### config.mk
export PLATFORM = sky130hd
export DESIGN_NAME = code_loader_flat
export DESIGN_NICKNAME = d
export VERILOG_FILES = /design/src/rtl/code_loader_if.sv /design/src/rtl/code_loader.sv /design/src/flat_wrapper.sv
export SDC_FILE = /design/constraint.sdc
export NUM_CORES = 1
export LEC_CHECK = 0
export ABC_AREA = 1
export CAP_MARGIN = 25
export CORE_AREA = 3 3 90 92
export CTS_CLUSTER_SIZE = 12
export DETAILED_ROUTE_END_ITERATION = 16
export DIE_AREA = 0 0 93 95
export PLACE_DENSITY_LB_ADDON = 0.15
export SLEW_MARGIN = 20
export SYNTH_ARGS = -nofsm -noshare
export SYNTH_HDL_FRONTEND = slang
export SYNTH_SLANG_ARGS = --single-unit
### constraint.sdc
create_clock -name clk -period 3.5 [get_ports clk]
set_input_delay 0.35 -clock clk [delete_from_list [all_inputs] [get_ports clk]]
set_output_delay 0.35 -clock clk [all_outputs]
set_load 0.02 [all_outputs]
### src/rtl/code_loader_if.sv
// Byte-stream input and code-memory write port of the boot loader.
//
// Handshake: a byte moves from master to slave on a rising clock edge where
// rx_valid and rx_ready are both high. The master holds rx_data stable while
// rx_valid is high and the byte has not moved yet. rx_ready may change whether
// or not rx_valid is high. restart is a one-cycle pulse from the master.
interface code_loader_if #(
   parameter int ADDR_W = 9
);
   logic [7:0]        rx_data;
   logic              rx_valid;
   logic              rx_ready;
   logic              restart;
   logic              code_w_en;
   logic [ADDR_W-1:0] code_addr_in;
   logic [15:0]       code_in;
   logic              run;
   logic              busy;
   logic              error;

   // Byte source / system controller side
   modport master (
      output rx_data, rx_valid, restart,
      input  rx_ready, code_w_en, code_addr_in, code_in, run, busy, error
   );

   // Loader side
   modport slave (
      input  rx_data, rx_valid, restart,
      output rx_ready, code_w_en, code_addr_in, code_in, run, busy, error
   );
endinterface

### src/rtl/code_loader.sv
// Boot-time program loader: takes a framed byte stream (SYNC, LEN_HI, LEN_LO,
// LEN big-endian 16-bit words, CHK), writes the words into code memory from
// address 0 and raises run only when the XOR checksum of LEN and data matches.
module code_loader #(
   parameter int          ADDR_W    = 9,
   parameter logic [7:0]  SYNC_BYTE = 8'hA5
) (
   input  logic                 clk,
   input  logic                 rst,
   code_loader_if.slave         bus,
   output logic [3:0]           o_dbg_state
);

   // Count register is one bit wider than the address so that a full
   // 2**ADDR_W-word frame can be represented.
   localparam int          CNT_W   = ADDR_W + 1;
   localparam logic [15:0] MAX_LEN = 16'(2 ** ADDR_W);

   typedef enum logic [3:0] {
      S_IDLE    = 4'd0,
      S_LEN_HI  = 4'd1,
      S_LEN_LO  = 4'd2,
      S_DATA_HI = 4'd3,
      S_DATA_LO = 4'd4,
      S_WRITE   = 4'd5,
      S_CHECK   = 4'd6,
      S_RUN     = 4'd7,
      S_ERROR   = 4'd8
   } state_t;

   state_t            r_state;
   logic [7:0]        r_len_hi;
   logic [7:0]        r_hi;
   logic [CNT_W-1:0]  r_count;
   logic [7:0]        r_chk;
   logic [ADDR_W-1:0] r_addr;
   logic [15:0]       r_code_in;
   logic              r_w_en;
   logic              r_rx_ready;
   logic              r_run;
   logic              r_busy;
   logic              r_error;

   logic              w_accept;
   logic [15:0]       w_len;

   assign w_accept = bus.rx_valid & r_rx_ready;
   assign w_len    = {r_len_hi, bus.rx_data};

   // Frame-parsing FSM; every output is registered and set on the transition
   // into the state that owns it.
   always_ff @(posedge clk or posedge rst) begin
      if (rst) begin
         r_state    <= S_IDLE;
         r_len_hi   <= 8'd0;
         r_hi       <= 8'd0;
         r_count    <= '0;
         r_chk      <= 8'd0;
         r_addr     <= '0;
         r_code_in  <= 16'd0;
         r_w_en     <= 1'b0;
         r_rx_ready <= 1'b1;
         r_run      <= 1'b0;
         r_busy     <= 1'b0;
         r_error    <= 1'b0;
      end else if (bus.restart) begin
         // Restart wins over any byte offered in the same cycle.
         r_state    <= S_IDLE;
         r_count    <= '0;
         r_chk      <= 8'd0;
         r_addr     <= '0;
         r_w_en     <= 1'b0;
         r_rx_ready <= 1'b1;
         r_run      <= 1'b0;
         r_busy     <= 1'b0;
         r_error    <= 1'b0;
      end else begin
         case (r_state)
            S_IDLE: begin
               if (w_accept && (bus.rx_data == SYNC_BYTE)) begin
                  r_state <= S_LEN_HI;
                  r_chk   <= 8'd0;
                  r_addr  <= '0;
                  r_busy  <= 1'b1;
               end
            end
            S_LEN_HI: begin
               if (w_accept) begin
                  r_len_hi <= bus.rx_data;
                  r_chk    <= r_chk ^ bus.rx_data;
                  r_state  <= S_LEN_LO;
               end
            end
            S_LEN_LO: begin
               if (w_accept) begin
                  r_chk <= r_chk ^ bus.rx_data;
                  if ((w_len == 16'd0) || (w_len > MAX_LEN)) begin
                     r_state <= S_ERROR;
                     r_error <= 1'b1;
                     r_busy  <= 1'b0;
                  end else begin
                     r_count <= w_len[CNT_W-1:0];
                     r_state <= S_DATA_HI;
                  end
               end
            end
            S_DATA_HI: begin
               if (w_accept) begin
                  r_hi    <= bus.rx_data;
                  r_chk   <= r_chk ^ bus.rx_data;
                  r_state <= S_DATA_LO;
               end
            end
            S_DATA_LO: begin
               if (w_accept) begin
                  r_chk      <= r_chk ^ bus.rx_data;
                  r_code_in  <= {r_hi, bus.rx_data};
                  r_w_en     <= 1'b1;
                  r_rx_ready <= 1'b0;
                  r_state    <= S_WRITE;
               end
            end
            S_WRITE: begin
               // The strobe was high for this one cycle; advance to next word.
               r_w_en     <= 1'b0;
               r_rx_ready <= 1'b1;
               r_addr     <= r_addr + 1'b1;
               r_count    <= r_count - 1'b1;
               r_state    <= (r_count == CNT_W'(1)) ? S_CHECK : S_DATA_HI;
            end
            S_CHECK: begin
               if (w_accept) begin
                  r_busy <= 1'b0;
                  if (bus.rx_data == r_chk) begin
                     r_state    <= S_RUN;
                     r_run      <= 1'b1;
                     r_rx_ready <= 1'b0;
                  end else begin
                     r_state <= S_ERROR;
                     r_error <= 1'b1;
                  end
               end
            end
            S_RUN: begin
               r_state <= S_RUN;
            end
            S_ERROR: begin
               // Bytes keep being accepted (rx_ready high) and are dropped.
               r_state <= S_ERROR;
            end
            default: begin
               r_state    <= S_IDLE;
               r_rx_ready <= 1'b1;
               r_w_en     <= 1'b0;
               r_run      <= 1'b0;
               r_busy     <= 1'b0;
               r_error    <= 1'b0;
            end
         endcase
      end
   end

   assign bus.rx_ready     = r_rx_ready;
   assign bus.code_w_en    = r_w_en;
   assign bus.code_addr_in = r_addr;
   assign bus.code_in      = r_code_in;
   assign bus.run          = r_run;
   assign bus.busy         = r_busy;
   assign bus.error        = r_error;
   assign o_dbg_state      = r_state;

endmodule

### src/flat_wrapper.sv
// flat-port wrapper written by rule: the top's interface ports become plain ports
module code_loader_flat 
#(
   parameter int          ADDR_W    = 9,
   parameter logic [7:0]  SYNC_BYTE = 8'hA5
)
  (clk, rst, o_dbg_state, bus_rx_data, bus_rx_valid, bus_restart, bus_rx_ready, bus_code_w_en, bus_code_addr_in, bus_code_in, bus_run, bus_busy, bus_error);
  code_loader_if #(.ADDR_W(ADDR_W)) bus_i ();
  input  logic clk;
  input  logic rst;
  output logic [3:0] o_dbg_state;
  input wire logic [$bits(bus_i.rx_data)-1:0] bus_rx_data;
  input wire logic [$bits(bus_i.rx_valid)-1:0] bus_rx_valid;
  input wire logic [$bits(bus_i.restart)-1:0] bus_restart;
  output wire logic [$bits(bus_i.rx_ready)-1:0] bus_rx_ready;
  output wire logic [$bits(bus_i.code_w_en)-1:0] bus_code_w_en;
  output wire logic [$bits(bus_i.code_addr_in)-1:0] bus_code_addr_in;
  output wire logic [$bits(bus_i.code_in)-1:0] bus_code_in;
  output wire logic [$bits(bus_i.run)-1:0] bus_run;
  output wire logic [$bits(bus_i.busy)-1:0] bus_busy;
  output wire logic [$bits(bus_i.error)-1:0] bus_error;
  assign bus_i.rx_data = bus_rx_data;
  assign bus_i.rx_valid = bus_rx_valid;
  assign bus_i.restart = bus_restart;
  assign bus_rx_ready = bus_i.rx_ready;
  assign bus_code_w_en = bus_i.code_w_en;
  assign bus_code_addr_in = bus_i.code_addr_in;
  assign bus_code_in = bus_i.code_in;
  assign bus_run = bus_i.run;
  assign bus_busy = bus_i.busy;
  assign bus_error = bus_i.error;
  code_loader #(.ADDR_W(ADDR_W), .SYNC_BYTE(SYNC_BYTE)) u_core (.clk(clk), .rst(rst), .bus(bus_i), .o_dbg_state(o_dbg_state));
endmodule
==> metrics.cfg, run 1 <==
[run_status]
status = finished clean

[drt]
vias = 3419
drc = 0
dr.pass1.iters = 5
totalWireLength_mm = 9.53
dr_wl_met2_mm = 4.48
drt_iter0_markers = 271
wl_met3_um = 431
viasPerCell = 5.28
wl_per_cell_um = 14.7
wl_met1_mm = 4.48
ant_nets = 0
highest_layer = met4

[layout]
syn_to_final_growth_pct = 19.1
stdcell_count = 647
mostFrequentLayoutCells = nand2_1, dfrtp_1, nand3_1, clkdlybuf4s50_1, nor2_1
finalNetCount = 558
diodes = 0
post-route-util_pct = 62.9
fill_cells = 672
drive_above_1_share_pct = 12.2
layout_commonest_cell = nand2_1

[sta]
setup_tns_ns = 0
rsz0062_at_grt = false
worst_pin_slew_ns = 0.684
max_freq_mhz = 489
fin_skew_ns = 0.00655
setup-violations-final = 0
period_minus_slack_ns = 2.04
slew_headroom_pct = 54.3
fin_crit_sh_pct = 58.4
final_hold_viol_count = 0
drv_slew = 0

[cts]
clkTransAtPathRegs_ns = 0.08
cts_setup_buffers = 0
clock-root-buffer = clkbuf_8
cts_hold_buf = 0
clockBufferDepth = 2
cts_tree = yes
cts_buffers = 9
clock-sinks = 68
insertion_delay_ns = 0.34
h-tree-depth = 3
postCtsResizedCells = 0

[floorplan]
fp.dieH_um = 95
dieArea_um2 = 8840
core-area_um2 = 7290
rows = 31
die_w_um = 93
ioPinCount = 46
initial_utilization_pct = 52.8

[logic_synthesis]
avgSynthCellArea_um2 = 7.79
ys_warn_count = 0
ys_ff_latch = 68
synth_edf_count = 0
synth_fp_nets = 509
yosysUniqueCellTypes = 40
netlist_instances = 494
syn_area_um2 = 3850
ys_seq_area_share_pct = 44.2
synthArstFlopShare_pct = 100
synth-main-ff-cell = dfrtp_1

[placed_design]
hpwlAfterDp_mm = 7.15
place_inst = 631
place.gp.congestion = 0.909
io_buffers = 45

[critical_path]
path_max_fanout = 15
rrSetupSlack_ns = 1.48
startpoint_type = primary input
cp.arrival_ns = 2.27
criticalPathCategory = in2reg
setup.worst_path.end_class = flip-flop
cp_data_required_time_ns = 3.73

[grt]
grt_max_degree = 32
track_usage_pct = 23.6
grt_pass1_vias = 3352
grt_antenna_before_repair = 0
grt-ovfl-total = 0
grt_pass1_wl_mm = 16.3

[pwr]
share_seq_of_total_power_pct = 36.8
p_sw_share_pct = 41.9
powerDensity_nw_per_um2 = 690
p_switching_w = 0.00132
power_leakage_nw = 2.28
combPwrFrac_pct = 41.8
clkPwrFrac_pct = 21.4
internal_power_w = 0.00184
max-vdd-ir-drop_uv = 361

[min_path]
hp-class = in2async

[job]
maxCapViolCount = 0

-- routing by layer --
metal | vias up | track usage [%]
met4 | 0 | 8.91
met1 | 1626 | 32.6
li1 | 1692 | -
met5 | - | 0
met3 | 10 | 3.51
met2 | 91 | 37.7
-- synthesized netlist by cell type (4+ instances only) --
| library cell | count | area, um2 |
|---|---|---|
| nand2_1 | 158 | 593 |
| dfrtp_1 | 67 | 1680 |
| nand3_1 | 45 | 225 |
| nor2_1 | 43 | 161 |
| inv_1 | 42 | 158 |
| o21ai_0 | 32 | 160 |
| a21oi_1 | 12 | 60.1 |
| nor3_1 | 9 | 45.0 |
| nand2_2 | 8 | 50.1 |
| nand4_1 | 5 | 31.3 |
| nor2_4 | 5 | 56.3 |
| o22ai_1 | 5 | 31.3 |
| xor2_1 | 5 | 43.8 |
| buf_6 | 4 | 45.0 |
| mux2_2 | 4 | 45.0 |
| mux2_4 | 4 | 60.1 |
| nor2_2 | 4 | 25.0 |
-- through the flow --
step                      power, W  worst slack (ns)  instance area, um2  hold slack (ns)
final                      0.00316              1.46                4580            0.424
after detailed placement   0.00249              1.10                4370            0.466
after global routing       0.00339              1.24                4580            0.470
after floorplan            0.00212              1.44                3850            0.449
after global placement     0.00247              1.09                4370            0.461
after CTS                  0.00317              1.45                4580            0.438
-- sequential cells by signal, summed over array words and instances, names as in the netlist --
register and cells:
u_core.bus.busy 1, u_core.r_chk 8, u_core.r_count 10, u_core.bus.code_w_en 1, u_core.bus.run 1, u_core.bus.code_addr_in 9
u_core.bus.rx_ready 1, u_core.bus.error 1, u_core.bus.code_in 16, u_core.o_dbg_state 4, u_core.r_len_hi 8, u_core.r_hi 8
-- power groups by stage --
| stage | clock network [W] | registers (W) | logic, W |
|---|---|---|---|
| finish | 0.000675 | 0.00116 | 0.00132 |
| global route | 0.000729 | 0.00119 | 0.00147 |
| CTS | 0.000687 | 0.00116 | 0.00132 |
| detailed placement | 0 | 0.00118 | 0.00132 |
| global placement | 0 | 0.00117 | 0.00130 |
| floorplan | 0 | 0.00123 | 0.000888 |
-- worst max-delay path: stages --
cell and delay (ns):
clkdlybuf4s50_1 0.68, clkinv_2 0.28, nand2_1 0.17, nor2_2 0.08, o21ai_4 0.22, nand2_2 0.25, a21oi_1 0.18, a21oi_1 0.06
-- cell families (layout without fill, tap and decap cells) --
logic type,Yosys count,count (layout),synth area share (%)
buffers and inverters,59,113,6.96
muxes,8,8,2.73
xor gates and xnor gates,7,7,1.59
and+or+nand+nor,289,289,34.6
DFF,68,68,44.2
adders and majority gates,3,3,0.975
AOI/OAI and AO/OA,60,60,8.91
-- final timing paths --
path | from | end | cells past startpoint
worst max-delay path | bus_restart | u_core.bus.code_addr_in[6]$_DFFE_PP0P_ | 8
worst min-delay path | rst | u_core.bus.code_in[9]$_DFFE_PP0P_ | 2
worst max register to register | u_core.bus.rx_ready$_DFFE_PP1P_ | u_core.bus.code_addr_in[6]$_DFFE_PP0P_ | 7
worst min register to register | u_core.bus.error$_DFFE_PP0P_ | u_core.bus.error$_DFFE_PP0P_ | 2
max in group asynchronous | rst | u_core.bus.error$_DFFE_PP0P_ | 3
min in group clk | u_core.bus.error$_DFFE_PP0P_ | u_core.bus.error$_DFFE_PP0P_ | 2
-- final cells by class --
| type | count | area [um2] | share of cell area, % |
|---|---|---|---|
| Clock buffer | 11 | 151 | 3.30 |
| Multi-Input combinational cell | 367 | 1880 | 41.0 |
| Inverter | 49 | 194 | 4.23 |
| Timing Repair Buffer | 48 | 473 | 10.3 |
| Clock inverter | 5 | 60.1 | 1.31 |
| Sequential cell | 68 | 1700 | 37.2 |
| Tap cell | 99 | 124 | 2.70 |
(Power assumes the default switching activity.)
==> run 2: changes to the inputs <==
clock period = 2.1 ns   (was 3.5 ns; I/O delays follow)
==> metrics.cfg, run 2 (same netlist as run 1, synthesis figures left out) <==
[floorplan]
initial_utilization_pct = 52.8  ; unchanged
core-area_um2 = 7290  ; unchanged
ioPinCount = 46  ; unchanged
die_w_um = 93  ; unchanged
dieArea_um2 = 8840  ; unchanged
fp.dieH_um = 95  ; unchanged
rows = 31  ; unchanged

[cts]
clock-root-buffer = clkbuf_8  ; unchanged
clock-sinks = 68  ; unchanged
insertion_delay_ns = 0.34  ; about the same
cts_setup_buffers = 0  ; unchanged
cts_hold_buf = 0  ; unchanged
h-tree-depth = 3  ; unchanged
cts_tree = yes  ; unchanged
clkTransAtPathRegs_ns = 0.08  ; about the same
postCtsResizedCells = 0  ; unchanged
cts_buffers = 9  ; unchanged
clockBufferDepth = 2  ; unchanged

[layout]
stdcell_count = 656  ; was 647
finalNetCount = 567  ; was 558
syn_to_final_growth_pct = 20.7  ; was 19.1%
layout_commonest_cell = nand2_1  ; unchanged
multi_input_area_um2 = 1880  ; unchanged
drive_above_1_share_pct = 13.6  ; was 12.2%
fill_cells = 680  ; was 672
diodes = 0  ; unchanged
largest_reg_flops = 16  ; unchanged
design_area_um2 = 4640  ; was 4580 um2
mostFrequentLayoutCells = nand2_1, dfrtp_1, nand3_1, clkdlybuf4s50_1, nor2_1  ; unchanged
ff_latch_area_um2 = 1700  ; unchanged

[job]
maxCapViolCount = 0  ; unchanged

[drt]
ant_nets = 0  ; unchanged
dr.pass1.iters = 5  ; unchanged
vias = 3458  ; was 3419
totalWireLength_mm = 9.36  ; was 9.53 mm
drc = 0  ; unchanged
drt_iter0_markers = 252  ; was 271
viasPerCell = 5.27  ; was 5.28
wl_per_cell_um = 14.3  ; was 14.7 um

[critical_path]
startpoint_type = flip-flop  ; was primary input
cp_data_required_time_ns = 2.33  ; was 3.73 ns
path_max_fanout = 9  ; was 15
setup.worst_path.end_class = flip-flop  ; unchanged
cp.arrival_ns = 2.09  ; was 2.27 ns
criticalPathCategory = reg2reg  ; was in2reg

[min_path]
hp-class = in2async  ; unchanged

[sta]
drv_slew = 0  ; unchanged
period_minus_slack_ns = 1.86
setup_tns_ns = 0  ; unchanged
final_hold_viol_count = 0  ; unchanged
fin_skew_ns = 0.0107  ; was 0.00655 ns
rsz0062_at_grt = false  ; unchanged
slew_headroom_pct = 63.3  ; was 54.3%
fin_crit_sh_pct = 88.3
max_freq_mhz = 539
worst_pin_slew_ns = 0.550  ; was 0.684 ns
setup-violations-final = 0  ; unchanged

[placed_design]
hpwlAfterDp_mm = 7.07  ; was 7.15 mm
place.gp.congestion = 0.903  ; was 0.909
place_area_um2 = 4460  ; was 4370 um2
place_inst = 640  ; was 631
io_buffers = 45  ; unchanged

[pwr]
powerDensity_nw_per_um2 = 1100  ; was 690 nW/um2
max-vdd-ir-drop_uv = 386  ; was 361 uV
power_leakage_nw = 2.32  ; was 2.28 nW

[grt]
grt_antenna_before_repair = 0  ; unchanged
grt_pass1_vias = 3297  ; was 3352
track_usage_pct = 23.2  ; was 23.6%
grt-ovfl-total = 0  ; unchanged
grt_max_degree = 25  ; was 32
grt_pass1_wl_mm = 16.1  ; was 16.3 mm

[run_status]
status = finished clean  ; unchanged

[run 2: changes by cell type in the layout (fill, tap and decap cells not counted)]
| cell | change |
|---|---|
| buf_4 | +7 |
| inv_6 | +3 |
| buf_12 | +2 |
| clkbuf_8 | -2 |
| bufinv_16 | -1 |
[run 2: layer usage]
metal  part of all wire, %  global-route usage [%]
met4                   1.9                    8.55
met5                     0                       0
met2                    45                    35.5
met1                    48                    33.4
met3                   4.8                    3.35
[run 2: final cells by class]
type	count	area share [%]
inverters	49	4.18
multi-input cells	367	40.4
flip-flops and latches	68	36.7
clock buffers	9	2.67
clock inverters	7	1.21
repair buffers	57	12.2
well taps	99	2.67
[run 2: final timing paths]
path                                                   start                                 to  slack [ns]  depth (start not counted)
max reg2reg                u_core.o_dbg_state[0]$_DFFE_PP0P_        u_core.r_chk[3]$_DFFE_PP0P_        0.24                          9
max                        u_core.o_dbg_state[0]$_DFFE_PP0P_        u_core.r_chk[3]$_DFFE_PP0P_        0.24                          9
min reg2reg                     u_core.bus.error$_DFFE_PP0P_       u_core.bus.error$_DFFE_PP0P_        0.48                          2
min                                                      rst  u_core.bus.code_in[8]$_DFFE_PP0P_        0.23                          2
min in group clk                u_core.bus.error$_DFFE_PP0P_       u_core.bus.error$_DFFE_PP0P_        0.48                          2
max in group asynchronous                                rst      u_core.r_count[9]$_DFFE_PP0P_        1.34                          3
[run 2: worst max-delay path, cell delays in order, from the launching register on]
cell	delay [ns]
dfrtp_1	0.51
nor2_4	0.24
inv_6	0.06
nor2_8	0.14
nor2_4	0.07
nand3_2	0.06
o21a_1	0.39
nand2_8	0.12
nand2_1	0.09
nand2_1	0.05
[run 2: power breakdown]
group          switching [W]  total, W  internal, W
Sequential          0.000296   0.00195      0.00165
Clock               0.000553  0.000996     0.000442
Combinational        0.00137   0.00219     0.000826
Total                0.00221   0.00513      0.00292
[run 2: through the flow]
stage	util, %	total power, W	hold WS, ns	setup WS (ns)
4_1_cts	63.7	0.00517	0.231	0.248
2_1_floorplan	-	0.00353	0.403	0.180
3_3_place_gp	61.2	0.00410	0.461	0.191
6_report	63.7	0.00513	0.228	0.245
3_5_place_dp	61.2	0.00416	0.466	0.158
5_1_grt	63.7	0.00553	0.258	0.103
